`src/rtl/ofmap_postproc_stream_if.sv`:
```
// Valid/ready beat stream with tile framing, used for both the psum
// input side and the activation output side of the ofmap post-processor.
interface ofmap_postproc_stream_if #(
  parameter int W = 8
);
  logic         valid;
  logic         ready;
  logic [W-1:0] data;
  logic         last;

  modport master (
    output valid,
    output data,
    output last,
    input  ready
  );

  modport slave (
    input  valid,
    input  data,
    input  last,
    output ready
  );
endinterface

```
`src/rtl/ofmap_postproc_stream.sv`:
```
// Ofmap drain post-processor: per-lane saturating truncate, optional ReLU,
// optional 2x2/stride-2 max pool through a half-width line buffer.
module ofmap_postproc_stream #(
  parameter int LANES    = 8,
  parameter int WD       = 8,
  parameter int FI       = 3,
  parameter int MAX_COLS = 32,
  parameter int CW       = 6
) (
  input  logic          clk,
  input  logic          rst,
  input  logic          cfg_relu,
  input  logic          cfg_pool,
  input  logic [CW-1:0] cfg_cols,
  ofmap_postproc_stream_if.slave  s,
  ofmap_postproc_stream_if.master m,
  output logic          err
);
  localparam int PW  = 2 * WD;
  localparam int DW  = LANES * WD;
  localparam int LBD = MAX_COLS / 2;
  localparam int LBW = (LBD > 1) ? $clog2(LBD) : 1;

  localparam logic signed [PW-1:0] PMAX =
    {{(WD+1){1'b0}}, {(WD-1){1'b1}}};
  localparam logic signed [PW-1:0] PMIN =
    {{(WD+1){1'b1}}, {(WD-1){1'b0}}};
  localparam logic [WD-1:0] WMAX = {1'b0, {(WD-1){1'b1}}};
  localparam logic [WD-1:0] WMIN = {1'b1, {(WD-1){1'b0}}};

  typedef enum logic {ROW_EVEN, ROW_ODD} row_e;

  row_e          state_q, state_d;
  logic [CW-1:0] col_q, col_d;
  logic [CW-1:0] cols_q, cols_d;
  logic          mid_q, mid_d;
  logic          relu_q, relu_d;
  logic          pool_q, pool_d;
  logic [DW-1:0] h_q, h_d;
  logic          m_valid_q, m_valid_d;
  logic [DW-1:0] m_data_q, m_data_d;
  logic          m_last_q, m_last_d;
  logic          err_q, err_d;

  logic [DW-1:0] lb_q [LBD];
  logic          lb_we;
  logic [LBW-1:0] lb_idx;
  logic [DW-1:0] lb_rd, lb_wd;
  logic [DW-1:0] v_vec, pool_vec;

  logic          e_relu, e_pool;
  logic [CW-1:0] e_cols;
  logic          accept, emit, bad, end_col;

  function automatic logic [WD-1:0] sat(input logic [PW-1:0] p);
    logic signed [PW-1:0] y;
    y = $signed(p) >>> FI;
    if (y > PMAX) return WMAX;
    if (y < PMIN) return WMIN;
    return y[WD-1:0];
  endfunction

  function automatic logic [WD-1:0] smax(
    input logic [WD-1:0] a,
    input logic [WD-1:0] b
  );
    return ($signed(a) > $signed(b)) ? a : b;
  endfunction

  assign s.ready = ~m_valid_q | m.ready;
  assign accept  = s.valid & s.ready;
  assign m.valid = m_valid_q;
  assign m.data  = m_data_q;
  assign m.last  = m_last_q;
  assign err     = err_q;

  // Live config on the first beat of a tile, latched copy afterwards.
  assign e_relu  = mid_q ? relu_q : cfg_relu;
  assign e_pool  = mid_q ? pool_q : cfg_pool;
  assign e_cols  = mid_q ? cols_q : cfg_cols;
  assign end_col = (col_q == e_cols - CW'(1));
  assign emit    = ~e_pool | ((state_q == ROW_ODD) & col_q[0]);
  assign bad     = s.last & (e_pool
                 ? ~((state_q == ROW_ODD) & col_q[0])
                 : ~end_col);

  assign lb_idx = LBW'(col_q >> 1);
  assign lb_rd  = lb_q[lb_idx];

  always_comb begin
    logic [WD-1:0] a;
    logic [WD-1:0] hm;
    a        = '0;
    hm       = '0;
    v_vec    = '0;
    lb_wd    = '0;
    pool_vec = '0;
    for (int k = 0; k < LANES; k++) begin
      a = sat(s.data[k*PW +: PW]);
      if (e_relu && a[WD-1]) a = '0;
      hm = smax(h_q[k*WD +: WD], a);
      v_vec[k*WD +: WD]    = a;
      lb_wd[k*WD +: WD]    = hm;
      pool_vec[k*WD +: WD] = smax(lb_rd[k*WD +: WD], hm);
    end
  end

  always_comb begin
    state_d   = state_q;
    col_d     = col_q;
    cols_d    = cols_q;
    mid_d     = mid_q;
    relu_d    = relu_q;
    pool_d    = pool_q;
    h_d       = h_q;
    m_valid_d = m_valid_q & ~m.ready;
    m_data_d  = m_data_q;
    m_last_d  = m_last_q;
    err_d     = err_q;
    lb_we     = 1'b0;
    if (accept) begin
      if (!mid_q) begin
        relu_d = cfg_relu;
        pool_d = cfg_pool;
        cols_d = cfg_cols;
      end
      mid_d = 1'b1;
      if (e_pool && !col_q[0]) h_d = v_vec;
      lb_we = e_pool & col_q[0] & (state_q == ROW_EVEN);
      if (emit) begin
        m_valid_d = 1'b1;
        m_data_d  = e_pool ? pool_vec : v_vec;
        m_last_d  = s.last;
      end
      if (s.last) begin
        col_d   = '0;
        state_d = ROW_EVEN;
        mid_d   = 1'b0;
        err_d   = err_q | bad;
      end else if (end_col) begin
        col_d   = '0;
        state_d = (state_q == ROW_EVEN) ? ROW_ODD : ROW_EVEN;
      end else begin
        col_d = col_q + CW'(1);
      end
    end
  end

  always_ff @(posedge clk or posedge rst) begin
    if (rst) begin
      state_q   <= ROW_EVEN;
      col_q     <= '0;
      cols_q    <= '0;
      mid_q     <= 1'b0;
      relu_q    <= 1'b0;
      pool_q    <= 1'b0;
      h_q       <= '0;
      m_valid_q <= 1'b0;
      m_data_q  <= '0;
      m_last_q  <= 1'b0;
      err_q     <= 1'b0;
    end else begin
      state_q   <= state_d;
      col_q     <= col_d;
      cols_q    <= cols_d;
      mid_q     <= mid_d;
      relu_q    <= relu_d;
      pool_q    <= pool_d;
      h_q       <= h_d;
      m_valid_q <= m_valid_d;
      m_data_q  <= m_data_d;
      m_last_q  <= m_last_d;
      err_q     <= err_d;
    end
  end

  // Written on every even-row pair before the odd row reads it back.
  always_ff @(posedge clk) begin
    if (lb_we) lb_q[lb_idx] <= lb_wd;
  end
endmodule

```
`src/flat_wrapper.sv`:
```
// flat-port wrapper written by rule: the top's interface ports become plain ports
module ofmap_postproc_stream_flat 
#(
  parameter int LANES    = 8,
  parameter int WD       = 8,
  parameter int FI       = 3,
  parameter int MAX_COLS = 32,
  parameter int CW       = 6
)
  (clk, rst, cfg_relu, cfg_pool, cfg_cols, err, s_valid, s_data, s_last, s_ready, m_valid, m_data, m_last, m_ready);
  ofmap_postproc_stream_if #(.W((LANES * (2 * WD)))) s_i ();
  ofmap_postproc_stream_if #(.W((LANES * WD))) m_i ();
  input  logic clk;
  input  logic rst;
  input  logic cfg_relu;
  input  logic cfg_pool;
  input  logic [CW-1:0] cfg_cols;
  output logic err;
  input wire logic [$bits(s_i.valid)-1:0] s_valid;
  input wire logic [$bits(s_i.data)-1:0] s_data;
  input wire logic [$bits(s_i.last)-1:0] s_last;
  output wire logic [$bits(s_i.ready)-1:0] s_ready;
  output wire logic [$bits(m_i.valid)-1:0] m_valid;
  output wire logic [$bits(m_i.data)-1:0] m_data;
  output wire logic [$bits(m_i.last)-1:0] m_last;
  input wire logic [$bits(m_i.ready)-1:0] m_ready;
  assign s_i.valid = s_valid;
  assign s_i.data = s_data;
  assign s_i.last = s_last;
  assign s_ready = s_i.ready;
  assign m_valid = m_i.valid;
  assign m_data = m_i.data;
  assign m_last = m_i.last;
  assign m_i.ready = m_ready;
  ofmap_postproc_stream #(.LANES(LANES), .WD(WD), .FI(FI), .MAX_COLS(MAX_COLS), .CW(CW)) u_core (.clk(clk), .rst(rst), .cfg_relu(cfg_relu), .cfg_pool(cfg_pool), .cfg_cols(cfg_cols), .s(s_i), .m(m_i), .err(err));
endmodule
```
`config.mk`:
```
export PLATFORM = sky130hd
export DESIGN_NAME = ofmap_postproc_stream_flat
export DESIGN_NICKNAME = d
export VERILOG_FILES = /design/src/rtl/ofmap_postproc_stream_if.sv /design/src/rtl/ofmap_postproc_stream.sv /design/src/flat_wrapper.sv
export SDC_FILE = /design/constraint.sdc
export NUM_CORES = 2
export LEC_CHECK = 0
export ABC_AREA = 1
export CORE_ASPECT_RATIO = 1.75
export CORE_MARGIN = 2
export CORE_UTILIZATION = 61
export DETAILED_ROUTE_END_ITERATION = 8
export GPL_TIMING_DRIVEN = 0
export PLACE_DENSITY = 0.82
export SETUP_SLACK_MARGIN = 0.02
export SLEW_MARGIN = 20
export SYNTH_ARGS = -nofsm -noshare
export SYNTH_HDL_FRONTEND = slang
export SYNTH_SLANG_ARGS = --single-unit
```
`constraint.sdc`:
```
create_clock -name clk -period 7.6 [get_ports clk]
set_clock_uncertainty 0.05 [all_clocks]
set_input_delay 1.9 -clock clk [delete_from_list [all_inputs] [get_ports clk]]
set_output_delay 1.9 -clock clk [all_outputs]
set_load 0.01 [all_outputs]
```
# After elaboration in Yosys (flattened, before gate mapping)
# Memory sizes are Yosys's and may differ from the RTL's.
# Index checks and enable logic that the tools add are counted.
# totals
reg_bits	147
mem_bits_rw	1024
in_bits	141
n_memories	1
# classes
addsub	2
n_lt_le_gt_ge	32
n_eq_ne	1
mux	96
bitwise	15
reduce_logical	15
# mem_list
memory	depth	width	read_ports	rd_clocked_by_memory_dff	write_ports	line_no	source
u_core.lb_q	16	64	1	0	1	ofmap_postproc_stream.sv:45	logic [DW-1:0] lb_q [LBD];
# op_table
operator	count
2-to-1 mux 8 bit	56
greater-than comparator 8 bit	16
greater-than comparator 13 x 8 -> 1 bit (second input constant)	8
less-than comparator 13 x 8 -> 1 bit (second input constant)	8
2-to-1 mux 64 bit	1
2-to-1 mux 1 bit	36
2-to-1 mux 6 bit	3
logical AND 1 bit	9
AND reduction 2 bit	4
adder 6 x 1 -> 6 bit (second input constant)	1
bitwise AND 1 bit	6
== test 6 bit	1
NOT 1 bit	6
subtractor 6 x 1 -> 6 bit (second input constant)	1
bitwise OR 1 bit	3
nonzero test 2 bit	1
zero test 1 bit	1

# Longest topological paths before layout
# logic_depth
word_depth	12
depth_mapped	31

# Worst setup path after synthesis
# No wires, ideal clock.
# synth_timing
path_kind	input to register
startpoint	input m_ready
endpoint	memory u_core.lb_q[10][0] (netlist bit), enable pin
setup_time_ns	0.487
arrival_time_ns	5.509
setup_slack_ns	1.554
cell_stages	8
cell_sequence	inv_1 > nand2_1 > nand2_1 > clkinv_1 > nand2_1 > nor3_1 > nand3_1 > nor2_1
# synth_via
elab_chain_len	5
# synth_rtl
element	line_no	source
start, declared	flat_wrapper.sv:26	input wire logic [$bits(m_i.ready)-1:0] m_ready;
bitwise OR 1 bit	ofmap_postproc_stream.sv:70	assign s.ready = ~m_valid_q | m.ready;
named net s_ready	flat_wrapper.sv:22	output wire logic [$bits(s_i.ready)-1:0] s_ready;
bitwise AND 1 bit	ofmap_postproc_stream.sv:71	assign accept = s.valid & s.ready;
2-to-1 mux 1 bit	ofmap_postproc_stream.sv:121	if (accept) begin
2-to-1 mux 1 bit	ofmap_postproc_stream.sv:179	if (lb_we) lb_q[lb_idx] <= lb_wd;
2-to-1 mux 1 bit (not written as such)	ofmap_postproc_stream.sv:179	
end, declared	ofmap_postproc_stream.sv:45	
# The timed path passes the listed nets, and every way through them passes these cells.

# Final worst setup path
# layout_timing
startpoint	input cfg_relu
endpoint	register u_core.m_data_q[25], in the netlist u_core.m.data[25]
# layout_via
elab_chain_len	8
# layout_rtl
element	line_no	source
start, declared	flat_wrapper.sv:15	input logic cfg_relu;
2-to-1 mux 1 bit (*)	-	
logical AND 1 bit (*)	ofmap_postproc_stream.sv:100	if (e_relu && a[WD-1]) a = '0;
2-to-1 mux 8 bit (*)	ofmap_postproc_stream.sv:100	
greater-than comparator 8 bit	ofmap_postproc_stream.sv:67	return ($signed(a) > $signed(b)) ? a : b;
2-to-1 mux 8 bit (*)	ofmap_postproc_stream.sv:67	
named net u_core.lb_wd[24]	ofmap_postproc_stream.sv:48	logic [DW-1:0] lb_rd, lb_wd;
greater-than comparator 8 bit (*)	ofmap_postproc_stream.sv:67	
2-to-1 mux 8 bit (*)	ofmap_postproc_stream.sv:67	
2-to-1 mux 64 bit (*)	ofmap_postproc_stream.sv:132	m_data_d = e_pool ? pool_vec : v_vec;
end signal, assigned	ofmap_postproc_stream.sv:171	m_data_q <= m_data_d;
end, declared	ofmap_postproc_stream.sv:41	logic [DW-1:0] m_data_q, m_data_d;
# Mark *: on every way through the listed nets, which the timed path passes. The rest lies on a longest branch.
# A chain may end at the register's enable or synchronous reset.

==> summary.md <==
| Metric | Value |
|---|---|
| Setup crit start kind | `input pin` |
| TritonCTS Sinks | `1171` |
| Global-route wire length before repair | `261000 microns` |
| Slew HR | `22.3%` |
| Worst stage delay on the critical path | `0.60 ns` |
| Synthesized area per cell | `9.60 sq um` |
| Final wirelength | `178000 microns` |
| Max Slew Vio Count | `0` |
| Worst setup path endpoint | `u_core.m.data[25]$_DFFE_PP0P_` |
| Clk slew on worst S/H paths | `0.07 ns` |
| GR Util All Layers | `39.1%` |
| Post-route total power | `25600 uW` |
| Clk pwr share | `20.8%` |
| Reg area | `34400 sq um` |
| Power density cells | `410 nW/um^2` |
| Initial Util | `61.5%` |
| Vias | `43681` |
| H-tree Lvls | `3` |
| Post-synth top cells | `nand2_1, edfxtp_1, nand3_1` |
| Tightest Hold Check Type | `reg -> reg` |
| Status | `finished, final reports clean` |
| Commonest register cell after synthesis | `edfxtp_1` |
| Port Buffers | `184` |
| Boundary Pins | `209` |
| WHS | `0.426 ns` |
| Post-synthesis sequential area ratio | `63.7%` |
| Area growth syn-to-layout | `15.3%` |
| Synth area leaders | `edfxtp_1, nand2_1, dfrtp_1` |
| Yosys top cell area share | `56.9%` |
| Comb power frac | `43.1%` |
| Post-Syn Instances | `5633` |
| Syn. warnings | `0` |
| Nets | `6251` |
| Final setup violation count | `0` |
| Residual DRC | `0` |
| Avg WL per Cell | `24.6 microns` |
| Die area | `91100 sq um` |
| Non-filler cells, final | `7235` |
| FF-to-FF setup slack | `1.41 ns` |
| Max-cap violations | `0` |
| Largest net degree at the start of global routing | `81` |
| Vias in the first global route | `43989` |
| GRT Residual Overflow | `0` |
| CTS tree | `done` |
| EDFF count, synth | `1024` |
| Synth Net Count | `5904` |
| Netlist cell types | `34` |
| Initial antenna violation count | `7` |
| Worst EP required | `8.16 ns` |
| Critical path's slowest cell | `a31oi_1` |
| Critical Path Source | `cfg_relu` |
| Worst skew pair latency | `0.73 ns` |
| # rows | `144` |
| RR Startpoint | `u_core.mid_q$_DFFE_PP0P_` |
| # hold bufs at CTS | `0` |
| Maximum VDD drop | `0.313 mV` |
| Hpwl dp | `121000 microns` |
| Worst path arrival time | `7.68 ns` |
| Minimum clock period after layout | `7.12 ns` |
| CP Class | `in -> reg` |
| Area of the multi-input gates | `16600 sq um` |
| Inserted Clock Buffers | `99` |
| Number of fill cells in the layout | `6106` |
| Max Fclk | `140 MHz` |
| Share of cells above drive strength 1 | `7.29%` |
| Worst setup EP type | `flip-flop` |
| Internal power | `14800 uW` |
| Die width | `229 microns` |
| Final hold vios | `0` |
| FF-to-FF End | `u_core.m.data[25]$_DFFE_PP0P_` |
| Switch Pwr | `10800 uW` |
| Clock Tree Buf Depth | `3` |
| Clk root buf | `clkbuf_16` |
| Vias per inst | `6.04` |
| Worst reg2reg path depth | `25` |
| Final Util | `70.9%` |
| Routed Antenna Nets | `0` |
| DRT iter0 DRCs | `5548` |
| Worst-margin pin slew | `1.17 ns` |
| FFs w/ async S/R, synth | `12.6%` |
| DR pass1 iterations | `9` |
| Most common cell in the netlist | `nand2_1` |
| Synth area leader | `edfxtp_1` |
| Crit share post-route | `93.7%` |
| Chip height | `398 microns` |
| Max FO, Critical Path | `17` |
| Static Leakage | `0.0267 uW` |
| Crit path top cell by count | `nand2_1` |
| Synthesized flop and latch total | `1171` |
| Mapped cell area | `54100 sq um` |
| Fraction of power consumed by sequential logic | `36.1%` |
| Area of the core | `87900 sq um` |
| Sw frac | `42.0%` |
| Placed instance count | `7044` |
| GP Congestion | `0.933` |
| RSZ-0062 raised after global routing | `false` |
[worst max-delay path: cells and delay by family]
kind / cells / cell delay, ns
AND/OR/NAND/NOR: 14 / 2.43
buffers and inverters: 6 / 1.60
AO/OA/AOI/OAI: 3 / 0.94
adder cells (fa/ha/maj): 2 / 0.78
[stage by stage]
step / TNS [ns] / worst slack [ns] / instance area [sq um]
floorplan: 0 / 1.55 / 54100
global placement: -2421.77 / -2.84 / 57400
detailed placement: -36.35 / -0.813 / 59000
CTS: 0 / 0.343 / 62300
global route: 0 / 0.183 / 62300
finish: 0 / 0.482 / 62300
[how the worst min path moves through the flow]
stage | start | endpoint | slack [ns] | depth (start not counted)
2_1_floorplan | u_core.cols_q[0]$_DFFE_PP0P_ | u_core.cols_q[0]$_DFFE_PP0P_ | 0.40 | 2
3_3_place_gp | u_core.err$_DFFE_PP0P_ | u_core.err$_DFFE_PP0P_ | 0.40 | 2
3_5_place_dp | u_core.err$_DFFE_PP0P_ | u_core.err$_DFFE_PP0P_ | 0.41 | 2
4_1_cts | u_core.err$_DFFE_PP0P_ | u_core.err$_DFFE_PP0P_ | 0.43 | 2
5_1_grt | u_core.err$_DFFE_PP0P_ | u_core.err$_DFFE_PP0P_ | 0.44 | 2
6_report | u_core.err$_DFFE_PP0P_ | u_core.err$_DFFE_PP0P_ | 0.43 | 2
[cell type report]
| class | count | area share [%] |
|---|---|---|
| multi-input combinational | 3749 | 26.6 |
| timing repair buffer | 246 | 5.38 |
| buffer | 238 | 2.22 |
| antenna | 3 | 0.0120 |
| clock inverter | 66 | 1.19 |
| sequential | 1171 | 55.2 |
| tap | 1168 | 2.34 |
| clock buffer | 119 | 4.11 |
| inverter | 475 | 2.88 |
[registers in the layout, summed over array words and instances, names as in the netlist]
register and cells:
u_core.relu_q 1, u_core.err 1, u_core.pool_q 1, u_core.lb_q 1024, u_core.col_q 6, u_core.cols_q 6
u_core.state_q 1, u_core.m.data 64, u_core.m.last 1, u_core.m.valid 1, u_core.h_q 64, u_core.mid_q 1
[power groups by stage]
| stage | Clock, uW | Sequential [uW] | Combinational (uW) |
|---|---|---|---|
| floorplan | 0 | 9300 | 6520 |
| global placement | 0 | 9350 | 10000 |
| CTS | 5260 | 9220 | 10600 |
| detailed placement | 0 | 9350 | 10500 |
| finish | 5320 | 9240 | 11000 |
| global route | 5470 | 9280 | 11900 |
[cells in the final DEF, fill, tap and decap left out, types with 2 or more instances in the layout]
cell             instances
clkdlybuf4s50_1        184
clkbuf_1                71
clkinv_4                 6
clkbuf_2                 5
inv_6                    4
clkbuf_16               99
a31oi_1                  5
a22oi_1                  7
nand3_1                450
nor3b_1                  6
nor2_1                 261
dfrtp_1                147
o21bai_1                16
buf_6                   23
ha_1                   130
buf_16                  40
and3_1                   5
inv_1                  445
o21ai_0                129
buf_1                   11
nand2_2                  7
inv_2                   26
buf_4                   45
edfxtp_1              1024
buf_12                  20
o21ai_1                  8
a21oi_1                 99
xor2_1                   3
bufinv_16               13
nand2_1               2507
nor3_1                  19
clkinvlp_4               4
clkinv_1                20
clkinv_2                16
inv_16                   2
buf_2                  102
nand4_1                 72
diode_2                  3
nor2_4                  17
[metal layers]
metal	wire, microns	track usage, %	vias to the layer above	part of all wire (%)
met5	56	0	-	0.032
met3	20700	10.5	1080	12
met4	17400	32.5	8	9.8
li1	-	-	19139	-
met1	52800	40.2	20053	30
met2	86700	66.6	3401	49
[cell families after synthesis]
group / after synthesis / synth area share (%)
and+or+nand+nor: 3350 / 24.8
adders and majority gates: 130 / 3.01
xor gates and xnor gates: 3 / 0.0486
DFF: 1171 / 63.7
AOI/OAI and AO/OA: 266 / 2.58
buffers and inverters: 713 / 5.84
[timing repair]
item / in CTS / in global routing
setup buffers: 3 / 0
endpoints found under the setup margin: 16 / 29
gates resized for setup: 1 / 5
Note: power is estimated with default switching activity, not from simulation.
